File: config.mk
export PLATFORM = sky130hd
export DESIGN_NAME = mem_writeback
export DESIGN_NICKNAME = d
export VERILOG_FILES = /design/src/rtl/mem_writeback.sv
export SDC_FILE = /design/constraint.sdc
export NUM_CORES = 1
export LEC_CHECK = 0
export ABC_AREA = 1
export CAP_MARGIN = 10
export CORE_ASPECT_RATIO = 0.6
export CORE_MARGIN = 2
export CORE_UTILIZATION = 42
export CTS_BUF_LIST = sky130_fd_sc_hd__clkbuf_4 sky130_fd_sc_hd__clkbuf_8 sky130_fd_sc_hd__clkbuf_16
export DETAILED_ROUTE_END_ITERATION = 16
export PLACE_DENSITY = 0.87
export SLEW_MARGIN = 15
export SYNTH_ARGS = -nofsm -noshare
export SYNTH_HDL_FRONTEND = slang
export SYNTH_SLANG_ARGS = --single-unit
File: constraint.sdc
create_clock -name clk -period 1.5 [get_ports clk]
set_input_delay 0.3 -clock clk [delete_from_list [all_inputs] [get_ports clk]]
set_output_delay 0.3 -clock clk [all_outputs]
set_load 0.03 [all_outputs]
File: src/rtl/mem_writeback.sv
// Memory/writeback stage: accepts one op per handshake, runs a data-memory
// transaction for loads/stores, and drives the register-file write port.
module mem_writeback #(
  parameter int DATA_WIDTH = 32,
  parameter int ADDR_WIDTH = 5
) (
  input  logic                  clk,
  input  logic                  rst_n,
  input  logic                  in_valid,
  output logic                  in_ready,
  input  logic [DATA_WIDTH-1:0] alu_result,
  input  logic [DATA_WIDTH-1:0] store_data,
  input  logic [ADDR_WIDTH-1:0] rd,
  input  logic                  reg_write,
  input  logic                  mem_read,
  input  logic                  mem_write,
  input  logic [2:0]            funct3,
  output logic                  mem_req_valid,
  input  logic                  mem_req_ready,
  output logic [DATA_WIDTH-1:0] mem_addr,
  output logic                  mem_we,
  output logic [3:0]            mem_wstrb,
  output logic [DATA_WIDTH-1:0] mem_wdata,
  input  logic                  mem_rsp_valid,
  input  logic [DATA_WIDTH-1:0] mem_rdata,
  output logic                  wb_en,
  output logic [ADDR_WIDTH-1:0] wb_addr,
  output logic [DATA_WIDTH-1:0] wb_data,
  output logic                  misalign,
  output logic [2:0]            dbg_state
);

  localparam logic [2:0] ST_IDLE = 3'd0;
  localparam logic [2:0] ST_WB   = 3'd1;
  localparam logic [2:0] ST_REQ  = 3'd2;
  localparam logic [2:0] ST_RSP  = 3'd3;

  // Handshakes: a transfer happens on a rising edge where valid && ready are
  // both high; the sender holds valid and payload stable until that edge.
  logic [2:0]            state_q, state_d;
  logic [DATA_WIDTH-1:0] data_q, data_d;
  logic [DATA_WIDTH-1:0] sdata_q, sdata_d;
  logic [ADDR_WIDTH-1:0] rd_q, rd_d;
  logic                  rw_q, rw_d;
  logic                  we_q, we_d;
  logic [2:0]            f3_q, f3_d;
  logic                  misalign_q, misalign_d;

  logic                  is_mem;
  logic                  f3_legal;
  logic                  addr_bad;
  logic                  op_bad;
  logic [7:0]            ld_byte;
  logic [15:0]           ld_half;
  logic [DATA_WIDTH-1:0] ld_ext;
  logic [3:0]            st_strb;
  logic [DATA_WIDTH-1:0] st_data;
  logic                  req_st;

  // Decode legality of the incoming op before it is accepted.
  always_comb begin
    is_mem = mem_read | mem_write;
    if (mem_write) begin
      f3_legal = (funct3 == 3'b000) || (funct3 == 3'b001) || (funct3 == 3'b010);
    end else begin
      f3_legal = (funct3 == 3'b000) || (funct3 == 3'b001) || (funct3 == 3'b010) ||
                 (funct3 == 3'b100) || (funct3 == 3'b101);
    end
    addr_bad = ((funct3[1:0] == 2'b01) && alu_result[0]) ||
               ((funct3 == 3'b010) && (alu_result[1:0] != 2'b00));
    op_bad   = is_mem && ((mem_read && mem_write) || !f3_legal || addr_bad);
  end

  // Load lane select and extension; data_q still holds the address in RSP.
  always_comb begin
    case (data_q[1:0])
      2'b00:   ld_byte = mem_rdata[7:0];
      2'b01:   ld_byte = mem_rdata[15:8];
      2'b10:   ld_byte = mem_rdata[23:16];
      default: ld_byte = mem_rdata[31:24];
    endcase
    ld_half = data_q[1] ? mem_rdata[31:16] : mem_rdata[15:0];
    case (f3_q)
      3'b000:  ld_ext = {{24{ld_byte[7]}}, ld_byte};
      3'b100:  ld_ext = {24'd0, ld_byte};
      3'b001:  ld_ext = {{16{ld_half[15]}}, ld_half};
      3'b101:  ld_ext = {16'd0, ld_half};
      default: ld_ext = mem_rdata;
    endcase
  end

  always_comb begin
    case (f3_q[1:0])
      2'b00: begin
        st_strb = 4'b0001 << data_q[1:0];
        st_data = {4{sdata_q[7:0]}};
      end
      2'b01: begin
        st_strb = 4'b0011 << {data_q[1], 1'b0};
        st_data = {2{sdata_q[15:0]}};
      end
      default: begin
        st_strb = 4'b1111;
        st_data = sdata_q;
      end
    endcase
  end

  always_comb begin
    state_d    = state_q;
    data_d     = data_q;
    sdata_d    = sdata_q;
    rd_d       = rd_q;
    rw_d       = rw_q;
    we_d       = we_q;
    f3_d       = f3_q;
    misalign_d = 1'b0;
    case (state_q)
      ST_IDLE: begin
        if (in_valid) begin
          data_d  = alu_result;
          sdata_d = store_data;
          rd_d    = rd;
          rw_d    = reg_write;
          we_d    = mem_write;
          f3_d    = funct3;
          if (op_bad) begin
            misalign_d = 1'b1;
          end else if (is_mem) begin
            state_d = ST_REQ;
          end else begin
            state_d = ST_WB;
          end
        end
      end
      ST_REQ: begin
        if (mem_req_ready) begin
          state_d = we_q ? ST_IDLE : ST_RSP;
        end
      end
      ST_RSP: begin
        if (mem_rsp_valid) begin
          data_d  = ld_ext;
          state_d = ST_WB;
        end
      end
      ST_WB:   state_d = ST_IDLE;
      default: state_d = ST_IDLE;
    endcase
  end

  always_ff @(posedge clk or negedge rst_n) begin
    if (!rst_n) begin
      state_q    <= ST_IDLE;
      data_q     <= '0;
      sdata_q    <= '0;
      rd_q       <= '0;
      rw_q       <= 1'b0;
      we_q       <= 1'b0;
      f3_q       <= 3'b000;
      misalign_q <= 1'b0;
    end else begin
      state_q    <= state_d;
      data_q     <= data_d;
      sdata_q    <= sdata_d;
      rd_q       <= rd_d;
      rw_q       <= rw_d;
      we_q       <= we_d;
      f3_q       <= f3_d;
      misalign_q <= misalign_d;
    end
  end

  always_comb begin
    in_ready      = (state_q == ST_IDLE);
    mem_req_valid = (state_q == ST_REQ);
    req_st        = mem_req_valid && we_q;
    mem_addr      = mem_req_valid ? {data_q[DATA_WIDTH-1:2], 2'b00} : '0;
    mem_we        = req_st;
    mem_wstrb     = req_st ? st_strb : 4'b0000;
    mem_wdata     = req_st ? st_data : '0;
    wb_en         = (state_q == ST_WB) && rw_q && (rd_q != '0);
    wb_addr       = wb_en ? rd_q : '0;
    wb_data       = wb_en ? data_q : '0;
    misalign      = misalign_q;
    dbg_state     = state_q;
  end

endmodule

# ---- Yosys cells after proc, flatten, opt, wreduce, memory -nomap -nowiden
# Cells that the tools add are included.
dict set report word_totals {
  ff_bits 78
  inputBits 112
  out_inout_bits 113
  elab_cells 79
}
dict set report classes {
  n_eq_ne 18
  n_shift 2
  mux 24
  bitwise_logic 1
  n_reduce_logical 26
}
# op n
set ops {}
lappend ops {{$mux 32} 5}
lappend ops {{$pmux 32 s2} 2}
lappend ops {{$pmux 32 s4} 1}
lappend ops {{$pmux 8 s3} 1}
lappend ops {{$mux 16} 1}
lappend ops {{$eq 3x3->1 const B} 4}
lappend ops {{$mux 3} 4}
lappend ops {{$eq 3x1->1 const B} 3}
lappend ops {{$eq 3x2->1 const B} 3}
lappend ops {{$logic_not 3->1} 3}
lappend ops {{$pmux 3 s3} 1}
lappend ops {{$pmux 4 s2} 1}
lappend ops {{$logic_and 1x1->1} 7}
lappend ops {{$logic_or 1x1->1} 7}
lappend ops {{$eq 2x1->1 const B} 3}
lappend ops {{$ne 2x2->1 const B} 3}
lappend ops {{$mux 5} 1}
lappend ops {{$reduce_bool 5->1} 1}
lappend ops {{$logic_not 2->1} 2}
lappend ops {{$mux 1} 4}
lappend ops {{$mux 2} 2}
lappend ops {{$mux 4} 1}
lappend ops {{$reduce_and 4->1} 1}
lappend ops {{$reduce_bool 2->1} 2}
lappend ops {{other kinds (8)} 8}

# ---- Logic depth before layout (Yosys ltp)
dict set report depth {
  ltp_word 13
  mapped_depth 10
  mapped_depth_nobuf 8
}

# ---- Least setup slack after synthesis
# Ideal clock, no wire load.
dict set report synth_timing {
  kind {register -> output}
  startpoint {register state_q[0] (netlist: dbg_state[0])}
  endpoint {output mem_wstrb[1]}
  t_arrival_ns 1.892
  required_ns 1.200
  path_slack_ns -0.692
  stages_incl_launch_ff 7
  n_path_buf 1
  path_cell_list {dfrtp_1 inv_2 nand2_1 nor2_1 inv_1 clkbuf_1 a211oi_1}
}
dict set report synth_via {
  elab_chain_len 3
}
# item line
set synth_lines {}
lappend synth_lines {{start: declaration} 40} ;# logic [2:0] state_q, state_d;
lappend synth_lines {{start signal: assignment} 163} ;# state_q <= state_d;
lappend synth_lines {{$eq 3x2->1} 176} ;# mem_req_valid = (state_q == ST_REQ);
lappend synth_lines {{$logic_and 1x1->1} 177} ;# req_st = mem_req_valid && we_q;
lappend synth_lines {{$mux 4} 180} ;# mem_wstrb = req_st ? st_strb : 4'b0000;
lappend synth_lines {{end: declaration} 22} ;# output logic [3:0] mem_wstrb,
# No other way between the ends.

# ---- Worst setup path after layout
dict set report layout_timing {
  startpoint {register state_q[0] (netlist: dbg_state[0])}
  endpoint {output mem_wdata[20]}
}
dict set report layout_via {
  elab_chain_len 3
}
# item line
set layout_lines {}
lappend layout_lines {{$eq 3x2->1} 176}
lappend layout_lines {{$logic_and 1x1->1} 177}
lappend layout_lines {{$mux 32} 181} ;# mem_wdata = req_st ? st_data : '0;
lappend layout_lines {{end: declaration} 23} ;# output logic [DATA_WIDTH-1:0] mem_wdata,
# No other way between the ends.

==> results.toml <==
[status]
status = "finished with violations"
failed_checks = "negative setup slack"

[sta]
hold_violations = 0
hold_ws_ns = 0.4262
setup_viol = 183
max_clock_freq_mhz = 475.5
setup-tns-final_ns = -62.97
rsz0062_at_grt = "true"
slew_violations = 0
min_period_over_period_pct = 140.2
fin_skew_ns = 0.01005
setup_ws_ns = -0.6032
period_minus_slack_ns = 2.103

[worst_setup_path]
r2r-start = "dbg_state[0]"
cp.arrival_ns = 1.80
worst-path-max-fanout = 11
cp_slowest_cell = "dfrtp_2"
worstReg2RegEnd = "data_q[15]"
ff2ff_path_depth = 9
slowest_delay_ns = 0.42
startpoint = "dbg_state[0]"
required_ns = 1.20
startpoint_type = "register"
critPathKind = "reg -> out"
end_kind = "primary output"
cp-endpoint = "mem_wdata[20]"
ff2ff_setup_slack_ns = -0.35
crit_chain = "inv_2, nand2_4, nor2_4, inv_4, buf_8, a21oi_2, buf_6"

[final_layout]
nFillCells = 465
drive_above_1_share_pct = 38.05
antenna_cells = 0
stdcell_area_um2 = 10070
nNetsFinal = 1174
area_growth_pct = 107.8
instances_no_fill = 1211

[die]
die_h_um = 87.23
core_um2 = 11260
die_area_um2 = 12450
die_x_um = 142.7
placementRows = 30
start_util_pct = 43.06
boundaryPins = 225

[drt]
vias = 6893
drc = 0
drt_iter0_drc = 676
drt_wl_total_um = 26100
avgRoutedWirePerCell_um = 21.55
drt-vias-per-instance = 5.692
firstDrtPassIters = 7
antenna_left = 0

[grt]
gr-total-overflow = 0
antenna_found_initial = 0
grt_pass1_vias = 5826
grt_usage_pct = 31.74
grt_pass1_wl_um = 30470
grt_max_degree = 32

[synthesis]
yosysSeqAreaShare_pct = 39.74
async_flop_share_pct = 100.0
yosys_warnings = 0
synth-edff-count = 0
syn_inst = 752
synth_seq_cells = 77
synth_area_per_cell_um2 = 6.447
synth_cell_types = 31
synth-main-ff-cell = "dfrtp_1"
syn_area_um2 = 4848

[flow_run]
max_cap_viol_count = 0

[hold_path]
hp-class = "in -> async"

[place]
place_area_um2 = 8259
portBuffers = 221
place_congestion = 0.9621
dp_hpwl_um = 14150
dp.cells = 1151

[clock_tree]
cts_tree = "done"
cts.path.max_buffers = 2
clock-sinks = 77
worstSkewPairLatency_ns = 0.34
htreeDepth = 3
cts-root-buf = "clkbuf_16"
clk_pin_slew_ns = 0.07
cts-buffers-inserted = 9

[power]
power.density_nw_per_um2 = 2005
leakagePower_nw = 4.628
ir_worst_vdd_uv = 1049
[cells in the mapped netlist, types with 4 or more instances]
master,n,area [um^2]
nand2_1,246,923.4
nor2_1,164,615.6
dfrtp_1,77,1927
inv_1,76,285.3
o21ai_0,39,195.2
a21oi_1,24,120.1
nand3_1,21,105.1
clkbuf_1,20,75.07
buf_2,13,65.06
o21ai_2,12,105.1
o22ai_1,9,56.30
o21ai_1,8,40.04
o221ai_1,7,61.31
inv_2,6,22.52
buf_4,5,37.54
nand4_1,4,25.02
[power breakdown]
part | internal (mW) | total (mW) | switching [mW]
Clock | 1.53 | 2.46 | 0.927
Combinational | 5.62 | 13.7 | 8.06
Sequential | 3.08 | 4.05 | 0.972
Total | 10.2 | 20.2 | 9.96
[cell usage in the layout, fill, tap and decap left out, types with 3 or more instances in the layout]
master and count:
clkinvlp_4 4, o221ai_4 7, o21ai_1 15, buf_8 9, dfrtp_1 74, o21ai_0 26
buf_6 118, clkbuf_16 12, clkdlybuf4s50_1 110, a21oi_2 7, o22ai_1 9, nor2_1 73
nand4_1 4, dfrtp_2 3, nand2_1 241, buf_16 5, nand2_4 5, inv_1 70
nor2_4 92, inv_2 6, conb_1 3, nand3_1 20, buf_4 60, buf_12 29
inv_4 4, a21oi_4 4, o21ai_2 18, a21oi_1 14
[per-layer routing]
| layer | GRT usage, % | up-vias | wire length [um] |
|---|---|---|---|
| li1 | - | 2947 | - |
| met1 | 44.00 | 3223 | 9579 |
| met2 | 49.43 | 575 | 12010 |
| met3 | 9.291 | 148 | 3157 |
| met4 | 7.381 | 0 | 1353 |
| met5 | 0 | - | 0 |
[registers in the layout (all words and copies together) (netlist names)]
name       cells
data_q        32
dbg_state      2
f3_q           3
misalign       1
rd_q           5
rw_q           1
sdata_q       32
we_q           1
[worst max-delay path: cells and delay by family (launching register included)]
kind | cells | cell delay, ns
AO/OA/AOI/OAI | 1 | 0.17
buffers and inverters | 4 | 0.54
flip-flops | 1 | 0.42
AND/OR/NAND/NOR | 2 | 0.32
[metrics by stage]
| stage | power (mW) | setup WS [ns] | utilization (%) |
|---|---|---|---|
| after floorplan | 10.24 | -0.1644 | - |
| after global placement | 13.60 | -0.2066 | 73.34 |
| after detailed placement | 13.81 | -0.2112 | 73.34 |
| after CTS | 17.57 | -0.4902 | 82.83 |
| after global routing | 21.02 | -0.6518 | 89.46 |
| final | 20.19 | -0.6032 | 89.46 |
[final cells by class]
type | instances | area [um^2] | area share [%]
flip-flops and latches | 77 | 1931 | 19.17
clock buffers | 11 | 246.5 | 2.447
multi-input cells | 553 | 3398 | 33.73
inverters | 83 | 341.6 | 3.391
repair buffers | 338 | 3892 | 38.64
well taps | 144 | 180.2 | 1.789
clock inverters | 5 | 83.83 | 0.8322
[cell families after synthesis]
| group | Yosys count | share of synthesized area, % |
|---|---|---|
| flip-flops | 77 | 39.74 |
| AO/OA/AOI/OAI | 101 | 12.26 |
| other | 1 | 0.07735 |
| buffers and inverters | 124 | 11.02 |
| AND/OR/NAND/NOR | 449 | 36.90 |
[worst min-delay path by stage]
stage               startpoint     endpoint  slack [ns]  cells after the start
floorplan                rst_n    data_q[0]       0.004                      0
global placement         rst_n      rd_q[3]        0.23                      1
detailed placement       rst_n      rd_q[3]        0.23                      1
CTS                      rst_n      rd_q[2]        0.41                      2
global route             rst_n  sdata_q[25]        0.45                      2
finish                   rst_n  sdata_q[25]        0.43                      2
[what timing repair did]
| action | 4_1_cts | 5_1_grt |
|---|---|---|
| endpoints found under the setup margin | 158 | 157 |
| pin swaps | 20 | 13 |
| gates resized for setup | 129 | 144 |
| buffers inserted | 19 | 18 |
| endpoints found under the hold margin | 20 | 0 |
| gates cloned | 7 | 4 |
| hold buffers | 1 | 0 |
Note: power is estimated with default switching activity, not from simulation.
